## src/rtl/load_store_unit_pkg.sv

```systemverilog
// Shared definitions for the load/store unit: RV32I access-size encodings,
// the load result-source code and the request FSM states.
package load_store_unit_pkg;

    localparam logic [2:0] F3_B  = 3'b000;
    localparam logic [2:0] F3_H  = 3'b001;
    localparam logic [2:0] F3_W  = 3'b010;
    localparam logic [2:0] F3_BU = 3'b100;
    localparam logic [2:0] F3_HU = 3'b101;

    localparam logic [2:0] RESULT_SRC_LOAD = 3'b001;

    typedef enum logic [1:0] {
        LSU_IDLE,
        LSU_REQ,
        LSU_DONE
    } lsu_state_e;

endpackage

```

## src/rtl/load_store_unit_align.sv

```systemverilog
// Combinational lane logic: byte enables, store-data replication,
// load lane selection/extension and the misaligned/illegal-access flag.
module lsu_align
    import load_store_unit_pkg::*;
(
    input  logic [2:0]  funct3,
    input  logic [1:0]  offset,
    input  logic        we,
    input  logic [31:0] store_data,
    input  logic [31:0] read_data,
    output logic [3:0]  byte_en,
    output logic [31:0] lane_wdata,
    output logic [31:0] load_data,
    output logic        fault
);

    logic [7:0]  byte_lane;
    logic [15:0] half_lane;

    assign byte_lane = read_data[{offset, 3'b000} +: 8];
    assign half_lane = read_data[{offset[1], 4'b0000} +: 16];

    // Decode access size: enables, replicated store data, extended load, fault
    always_comb begin
        byte_en    = 4'b1111;
        lane_wdata = store_data;
        load_data  = read_data;
        fault      = 1'b0;
        case (funct3)
            F3_B: begin
                if (we) byte_en = 4'b0001 << offset;
                lane_wdata = {4{store_data[7:0]}};
                load_data  = {{24{byte_lane[7]}}, byte_lane};
            end
            F3_H: begin
                if (we) byte_en = 4'b0011 << offset;
                lane_wdata = {2{store_data[15:0]}};
                load_data  = {{16{half_lane[15]}}, half_lane};
                fault      = offset[0];
            end
            F3_W: begin
                fault = |offset;
            end
            F3_BU: begin
                load_data = {24'd0, byte_lane};
                fault     = we;
            end
            F3_HU: begin
                load_data = {16'd0, half_lane};
                fault     = we | offset[0];
            end
            default: begin
                fault = 1'b1;
            end
        endcase
    end

endmodule

```

## src/rtl/load_store_unit.sv

```systemverilog
// Load/store unit: turns each decoded load or store into one req/ready
// memory transaction, stalls upstream while it is outstanding and returns
// formatted load data for writeback.
module load_store_unit
    import load_store_unit_pkg::*;
#(
    parameter int ADDR_WIDTH = 32,
    parameter int DATA_WIDTH = 32
) (
    input  logic                  iClk,
    input  logic                  iRstN,
    input  logic                  iValid,
    input  logic                  iMemWrite,
    input  logic [2:0]            iResultSrc,
    input  logic [2:0]            iFunct3,
    input  logic [ADDR_WIDTH-1:0] iAddr,
    input  logic [DATA_WIDTH-1:0] iWriteData,
    output logic                  oStall,
    output logic [DATA_WIDTH-1:0] oLoadData,
    output logic                  oLoadValid,
    output logic                  oFault,
    output logic                  oMemReq,
    output logic                  oMemWe,
    output logic [ADDR_WIDTH-1:0] oMemAddr,
    output logic [DATA_WIDTH-1:0] oMemWData,
    output logic [3:0]            oMemByteEn,
    input  logic                  iMemReady,
    input  logic [DATA_WIDTH-1:0] iMemRData
);

    lsu_state_e state, next_state;

    logic                  access;
    logic                  accept;
    logic                  reject;

    logic [2:0]            align_funct3;
    logic [1:0]            align_offset;
    logic                  align_we;
    logic [3:0]            align_byte_en;
    logic [DATA_WIDTH-1:0] align_wdata;
    logic [DATA_WIDTH-1:0] align_load;
    logic                  align_fault;

    logic [ADDR_WIDTH-1:0] mem_addr;
    logic [DATA_WIDTH-1:0] mem_wdata;
    logic [3:0]            mem_byte_en;
    logic                  mem_we;
    logic [2:0]            acc_funct3;
    logic [1:0]            acc_offset;
    logic [DATA_WIDTH-1:0] load_data;
    logic                  fault_pulse;

    // A store takes priority over a load when both are decoded.
    assign access = iValid & (iMemWrite | (iResultSrc == RESULT_SRC_LOAD));
    assign accept = (state == LSU_IDLE) & access & ~align_fault;
    assign reject = (state == LSU_IDLE) & access &  align_fault;

    // The aligner sees live inputs while idle (fault check and lane setup)
    // and the latched access afterwards (load formatting on completion).
    assign align_funct3 = (state == LSU_IDLE) ? iFunct3    : acc_funct3;
    assign align_offset = (state == LSU_IDLE) ? iAddr[1:0] : acc_offset;
    assign align_we     = (state == LSU_IDLE) ? iMemWrite  : mem_we;

    lsu_align u_align (
        .funct3     (align_funct3),
        .offset     (align_offset),
        .we         (align_we),
        .store_data (iWriteData),
        .read_data  (iMemRData),
        .byte_en    (align_byte_en),
        .lane_wdata (align_wdata),
        .load_data  (align_load),
        .fault      (align_fault)
    );

    // State register
    always_ff @(posedge iClk) begin
        if (!iRstN) state <= LSU_IDLE;
        else        state <= next_state;
    end

    // Next-state: accept -> request until ready -> one completion cycle
    always_comb begin
        next_state = state;
        case (state)
            LSU_IDLE: if (accept)    next_state = LSU_REQ;
            LSU_REQ:  if (iMemReady) next_state = LSU_DONE;
            LSU_DONE:                next_state = LSU_IDLE;
            default:                 next_state = LSU_IDLE;
        endcase
    end

    // State-decoded outputs
    always_comb begin
        oStall     = accept | (state == LSU_REQ);
        oMemReq    = (state == LSU_REQ);
        oLoadValid = (state == LSU_DONE) & ~mem_we;
    end

    // Latch the accepted access, capture load data, register the fault pulse
    always_ff @(posedge iClk) begin
        if (!iRstN) begin
            mem_addr    <= '0;
            mem_wdata   <= '0;
            mem_byte_en <= '0;
            mem_we      <= 1'b0;
            acc_funct3  <= '0;
            acc_offset  <= '0;
            load_data   <= '0;
            fault_pulse <= 1'b0;
        end else begin
            fault_pulse <= reject;
            if (accept) begin
                mem_addr    <= {iAddr[ADDR_WIDTH-1:2], 2'b00};
                mem_wdata   <= align_wdata;
                mem_byte_en <= align_byte_en;
                mem_we      <= iMemWrite;
                acc_funct3  <= iFunct3;
                acc_offset  <= iAddr[1:0];
            end
            if ((state == LSU_REQ) && iMemReady && !mem_we) begin
                load_data <= align_load;
            end
        end
    end

    assign oMemAddr   = mem_addr;
    assign oMemWData  = mem_wdata;
    assign oMemByteEn = mem_byte_en;
    assign oMemWe     = mem_we;
    assign oLoadData  = load_data;
    assign oFault     = fault_pulse;

endmodule
```

## config.mk

```make
export PLATFORM = sky130hd
export DESIGN_NAME = load_store_unit
export DESIGN_NICKNAME = d
export VERILOG_FILES = /design/src/rtl/load_store_unit_pkg.sv /design/src/rtl/load_store_unit_align.sv /design/src/rtl/load_store_unit.sv
export SDC_FILE = /design/constraint.sdc
export NUM_CORES = 1
export LEC_CHECK = 0
export CELL_PAD_IN_SITES_DETAIL_PLACEMENT = 0
export CELL_PAD_IN_SITES_GLOBAL_PLACEMENT = 2
export CORE_MARGIN = 2
export CORE_UTILIZATION = 26
export DETAILED_ROUTE_END_ITERATION = 12
export PLACE_DENSITY_LB_ADDON = 0.25
export SLEW_MARGIN = 15
export SYNTH_ARGS = -nofsm -noshare
export SYNTH_HDL_FRONTEND = slang
export SYNTH_SLANG_ARGS = --single-unit
```

## constraint.sdc

```tcl
create_clock -name iClk -period 4.3 [get_ports iClk]
set_clock_uncertainty 0.05 [all_clocks]
set_input_delay 0.645 -clock iClk [delete_from_list [all_inputs] [get_ports iClk]]
set_output_delay 0.645 -clock iClk [all_outputs]
set_load 0.005 [all_outputs]
```

==> qor.yml, run 1 <==
power:
  ir_worst_vdd_uv: 191.0
  power_leakage_nw: 2.658
  powerDensity_mw_per_mm2: 314.9
setup_path:
  crit_slowest_cell: "dfxtp_1"
  cp.arrival_ns: 2.89
  critPathBufInv: 1
  worst_setup_path_start_kind: "flip-flop"
  cp_cell_sequence: "nor2_4 -> mux2i_1 -> ha_1 -> a21oi_1 -> nor4_4 -> or2_1 -> clkdlybuf4s50_1"
  path_max_fanout: 18
  worst-setup-path-type: "flip-flop to primary output"
  slowest_delay_ns: 0.75
  critPathTopFamily: "flip-flops"
  worstPathRequired_ns: 3.61
  cp-end-kind: "primary output"
global_routing:
  overflow: 0
  antenna_found_initial: 0
  grt_pass1_wl_um: 26140
  first_global_vias: 4670
  grt_max_degree: 95
  gr-usage-all-layers_pct: 16.58
finish:
  drive_gt1_share_pct: 7.500
  instances_no_fill: 954
  multi_input_area_mm2: 0.002561
  antenna_cells: 0
  nets: 825
  nFillCells: 1850
  layout_commonest_cell: "clkdlybuf4s50_1"
  syn_to_final_growth_pct: 50.68
  final_cell_mix: "clkdlybuf4s50_1 (209), dfxtp_1 (107), nor2_1 (73), mux2i_1 (72), nand2_1 (32)"
  seqCellArea_mm2: 0.002142
min_path:
  hold_path_class: "flip-flop to flip-flop"
flow_run:
  drv_cap: 0
synth:
  ys_seq_area_share_pct: 43.08
  ys_seq_elements: 107
  avgSynthCellArea_um2: 9.453
  synth_area_mm2: 0.004972
  synth.distinct_cells: 55
  yosysWarnings: 0
  syn_inst: 526
timing:
  worst_pin_slew_ns: 0.9441
  slew_viol_final: 0
  setup-tns-final_ns: 0
  rsz0062_at_grt: "no"
  clock.fmax_mhz: 278.7
  finalSetupViolations: 0
  maxSlewHeadroom_pct: 36.79
  timing.final.crit_share_pct: 83.45
  period_minus_slack_ns: 3.588
  final-hold-violation-count: 0
route:
  route.detailed.drc: 0
  drt-initial-drc-count: 220
  drtAntennaViolNets: 0
  num_vias: 4614
  wirelength_um: 16860
  avgViaCountPerCell: 4.836
  drt-pass1-iter-count: 4
  post_drt_wl_per_cell_um: 17.67
clocking:
  numCtsBuffers: 9
  cts_resized: 0
  htree_levels: 3
  cts_tree: "done"
  cts-hold-fix-buffers: 0
  postCtsSetupBuffers: 0
  clk_pin_slew_ns: 0.07
  cts_sinks: 107
  clkLatencyLatePin_ns: 0.35
  clockBufferDepth: 2
  cts-root-buf: "clkbuf_16"
place:
  place.port_buffers: 209
  place_inst: 938
  place.gp.congestion: 0.7765
  hpwl_um: 12310
floorplanning:
  core_mm2: 0.01871
  die_width_um: 142.3
  die_area_mm2: 0.02025
  fp.dieH_um: 142.3
  pin_count: 212
  rows: 50
  initial_core_util_pct: 26.58
status:
  status: "complete, no violations"
## path summary, 6_finish.rpt
check / startpoint / endpoint / slack [ns] / cells past startpoint
min: oLoadData[15] / oLoadData[15] / 0.43 / 2
min reg2reg: oLoadData[15] / oLoadData[15] / 0.43 / 2
max: state[1] / oStall / 0.71 / 7
max reg2reg: state[1] / oMemWData[28] / 1.24 / 8
## layer usage
metal | global-route usage, % | vias to the layer above | part of all wire, %
li1 | - | 2271 | -
met1 | 22.54 | 2172 | 47
met2 | 25.48 | 151 | 44
met3 | 4.071 | 20 | 6.2
met4 | 6.201 | 0 | 2.0
met5 | 0 | - | 0
## area by class of cell
type                       count  share of cell area (%)
multi-input combinational    372                   34.19
timing repair buffer         217                   28.89
sequential                   107                   28.59
tap                          234                   3.908
clock buffer                   9                   3.006
clock inverter                 7                   1.002
inverter                       8                  0.4175
## kinds of logic after synthesis
family,after synthesis,synth area share [%]
AND/OR/NAND/NOR,150,14.49
AO/OA/AOI/OAI,130,18.22
flip-flops,107,43.08
multiplexers,87,17.89
buffers and inverters,48,5.485
adder cells (fa/ha/maj),3,0.7550
other,1,0.07542
## cells in the mapped netlist, drive strengths merged
library cell,number,area share (%)
nand2,32,2.4
or2,2,0.25
inv,8,0.60
or3,1,0.13
buf,25,3.7
nand2b,1,0.13
or3b,3,0.58
or4,1,0.15
dfxtp,107,43
nor2b,1,0.13
nand3,12,1.2
o31ai,6,0.91
nor4,3,0.81
conb,1,0.075
nor3b,4,0.81
nor2,75,6.0
a31oi,4,0.93
a21oi,31,3.1
ha,3,0.75
o32ai,4,0.70
a211oi,20,4.0
and2,2,0.25
mux2,15,3.4
nor3,6,0.60
o211ai,3,0.45
mux2i,72,14
and2b,1,0.15
o21ai,35,3.6
o22ai,11,1.4
nand3b,3,0.45
nor4b,2,0.35
a22oi,7,1.1
o21a,2,0.30
a221oi,1,0.53
and3,1,0.13
a311oi,4,0.83
clkbuf,15,1.1
o211a,1,0.20
o221ai,1,0.18
## metrics by stage
step / utilization [%] / hold slack (ns) / setup slack, ns / total power (W) / area (µm²)
global placement: 38.44 / 0.4103 / 0.7599 / 0.001516 / 7191
CTS: 40.05 / 0.4267 / 0.6824 / 0.002394 / 7491
floorplan: - / 0.4125 / 1.560 / 0.001286 / 4976
global route: 40.05 / 0.4461 / 0.5223 / 0.002469 / 7492
finish: 40.05 / 0.4281 / 0.7116 / 0.002359 / 7492
detailed placement: 38.44 / 0.4119 / 0.6908 / 0.001520 / 7191
## power by group
group / internal [W] / switching (W)
clock: 0.000458 / 0.000407
sequential: 0.00103 / 0.0000241
combinational: 0.000240 / 0.000203
total: 0.00173 / 0.000634
## worst min-delay path, stage by stage, from the launching register on
cell and delay, ns:
dfxtp_1 0.31, nand3_1 0.06, o31ai_1 0.06
## registers in the layout, indices dropped and copies added (netlist names)
name	flops
acc_funct3	3
acc_offset	2
oLoadData	32
oMemByteEn	4
oFault	1
oMemWData	32
oMemAddr	30
state	2
oMemWe	1
No activity file was read; power rests on OpenSTA's default activity.
==> run 2, diff against run 1 <==
- CORE_UTILIZATION: 26 -> 24
- clock period: 4.3 -> 3.6 ns (I/O delays scaled with it)
==> qor.yml, run 2 (synthesis gave the netlist of run 1 again) <==
timing:
  setup-tns-final_ns: 0
  slew_viol_final: 0
  timing.final.crit_share_pct: 91.84
  worst_pin_slew_ns: 0.8571
  period_minus_slack_ns: 3.306
  maxSlewHeadroom_pct: 42.86
  finalSetupViolations: 0
  clock.fmax_mhz: 302.5
  final-hold-violation-count: 0
  rsz0062_at_grt: "no"
route:
  num_vias: 4575
  post_drt_wl_per_cell_um: 17.34
  drt-initial-drc-count: 219
  avgViaCountPerCell: 4.603
  wirelength_um: 17240
  drtAntennaViolNets: 0
  drt-pass1-iter-count: 4
  route.detailed.drc: 0
clocking:
  cts-hold-fix-buffers: 0
  cts-root-buf: "clkbuf_16"
  clk_pin_slew_ns: 0.08
  cts_resized: 0
  cts_tree: "done"
  clkLatencyLatePin_ns: 0.36
  numCtsBuffers: 9
  postCtsSetupBuffers: 0
  htree_levels: 3
  clockBufferDepth: 2
  cts_sinks: 107
floorplanning:
  rows: 52
  pin_count: 212
  die_area_mm2: 0.02188
  core_mm2: 0.02030
  initial_core_util_pct: 24.49
  die_width_um: 147.9
  fp.dieH_um: 147.9
setup_path:
  cp_cell_sequence: "clkdlybuf4s50_1 -> nor3b_2 -> nor2_4 -> ha_1 -> a21oi_1 -> nor4_4 -> or2_1 -> clkdlybuf4s50_1"
  cp.depth: 8
  cp.arrival_ns: 2.72
  slowest_delay_ns: 0.49
  worst_setup_path_start_kind: "primary input"
  critPathBufInv: 2
  rr_worst_depth: 8
  path_max_fanout: 3
  cp_common_cell: "clkdlybuf4s50_1"
  critPathTopFamily: "buffers and inverters"
  worstPathRequired_ns: 3.01
  worst-setup-path-type: "primary input to primary output"
  r2r_setup_slack_ns: 0.77
  r2r-end: "oMemWData[24]"
  crit_end: "oStall"
  cp-end-kind: "primary output"
  cp-startpoint: "iAddr[1]"
  crit_slowest_cell: "clkdlybuf4s50_1"
  worst_r2r_startpoint: "state[1]"
power:
  power_w: 0.002862
  power_leakage_nw: 2.688
  powerDensity_mw_per_mm2: 377.0
  ir_worst_vdd_uv: 206.5
finish:
  syn_to_final_growth_pct: 52.67
  drive_gt1_share_pct: 8.011
  antenna_cells: 0
  layout_commonest_cell: "clkdlybuf4s50_1"
  nets: 829
  final_cell_mix: "clkdlybuf4s50_1 (209), dfxtp_1 (107), nor2_1 (73), mux2i_1 (72), nand2_1 (32)"
place:
  hpwl_um: 12720
  place.port_buffers: 209
  place.gp.congestion: 0.7706
global_routing:
  grt_max_degree: 95
  overflow: 0
  gr-usage-all-layers_pct: 15.65
  grt_pass1_wl_um: 26810
  first_global_vias: 4567
  antenna_found_initial: 0
flow_run:
  drv_cap: 0
status:
  status: "complete, no violations"
min_path:
  hold_path_class: "flip-flop to flip-flop"
## run 2: changes by cell type in the layout (fill, tap and decap cells not counted)
cell      before  now
inv_6          3    4
inv_2          2    3
buf_4          7   10
inv_8          0    2
clkinv_4       1    0
buf_12         1    2
clkinv_2       3    0
## run 2: worst min-delay path by stage
stage | endpoint | cells past startpoint | from | slack (ns)
after global placement | oLoadData[15] | 2 | oLoadData[15] | 0.41
after global routing | oMemWData[29] | 2 | oMemWData[29] | 0.44
after detailed placement | oMemWData[30] | 2 | oMemWData[30] | 0.41
final | oMemWData[30] | 2 | oMemWData[30] | 0.42
after CTS | oMemWData[30] | 2 | oMemWData[30] | 0.43
after floorplan | oLoadData[15] | 2 | oLoadData[15] | 0.41
## run 2: stage by stage
| stage | hold WS [ns] | setup WS (ns) | util, % | std cells | instance area (µm²) |
|---|---|---|---|---|---|
| after CTS | 0.4269 | 0.2680 | 37.40 | 994 | 7591 |
| after detailed placement | 0.4116 | 0.2712 | 35.85 | 978 | 7278 |
| after global routing | 0.4427 | 0.1262 | 37.40 | 994 | 7591 |
| final | 0.4241 | 0.2937 | 37.40 | 994 | 7591 |
| after floorplan | 0.4125 | 1.005 | - | 527 | 4976 |
| after global placement | 0.4114 | 0.3152 | 35.85 | 978 | 7278 |
## run 2: area by class of cell
| type | instances | area (µm²) |
|---|---|---|
| fillers | 2084 | 12710 |
| inverters | 8 | 30.03 |
| well taps | 270 | 337.8 |
| clock inverters | 7 | 87.58 |
| flip-flops and latches | 107 | 2142 |
| clock buffers | 9 | 225.2 |
| repair buffers | 221 | 2207 |
| multi-input cells | 372 | 2561 |
## run 2: report_power, final
group,internal [W],switching [W]
Combinational,0.000291,0.000247
Clock,0.000561,0.000511
Sequential,0.00123,0.0000259
## run 2: routing by layer
metal / track usage, % / up-vias / part of all wire, %
li1: - / 2270 / -
met1: 21.25 / 2146 / 46
met2: 24.58 / 146 / 45
met3: 4.167 / 13 / 7.0
met4: 4.286 / 0 / 1.2
met5: 0 / - / 0
## run 2: worst register-to-register path, stage by stage (launching register included)
cell	delay [ns]
dfxtp_1	0.43
nor2_4	0.27
mux2i_1	0.37
ha_1	0.24
a21oi_1	0.10
nor4_4	0.24
buf_12	0.49
nand2_1	0.33
o22ai_1	0.25
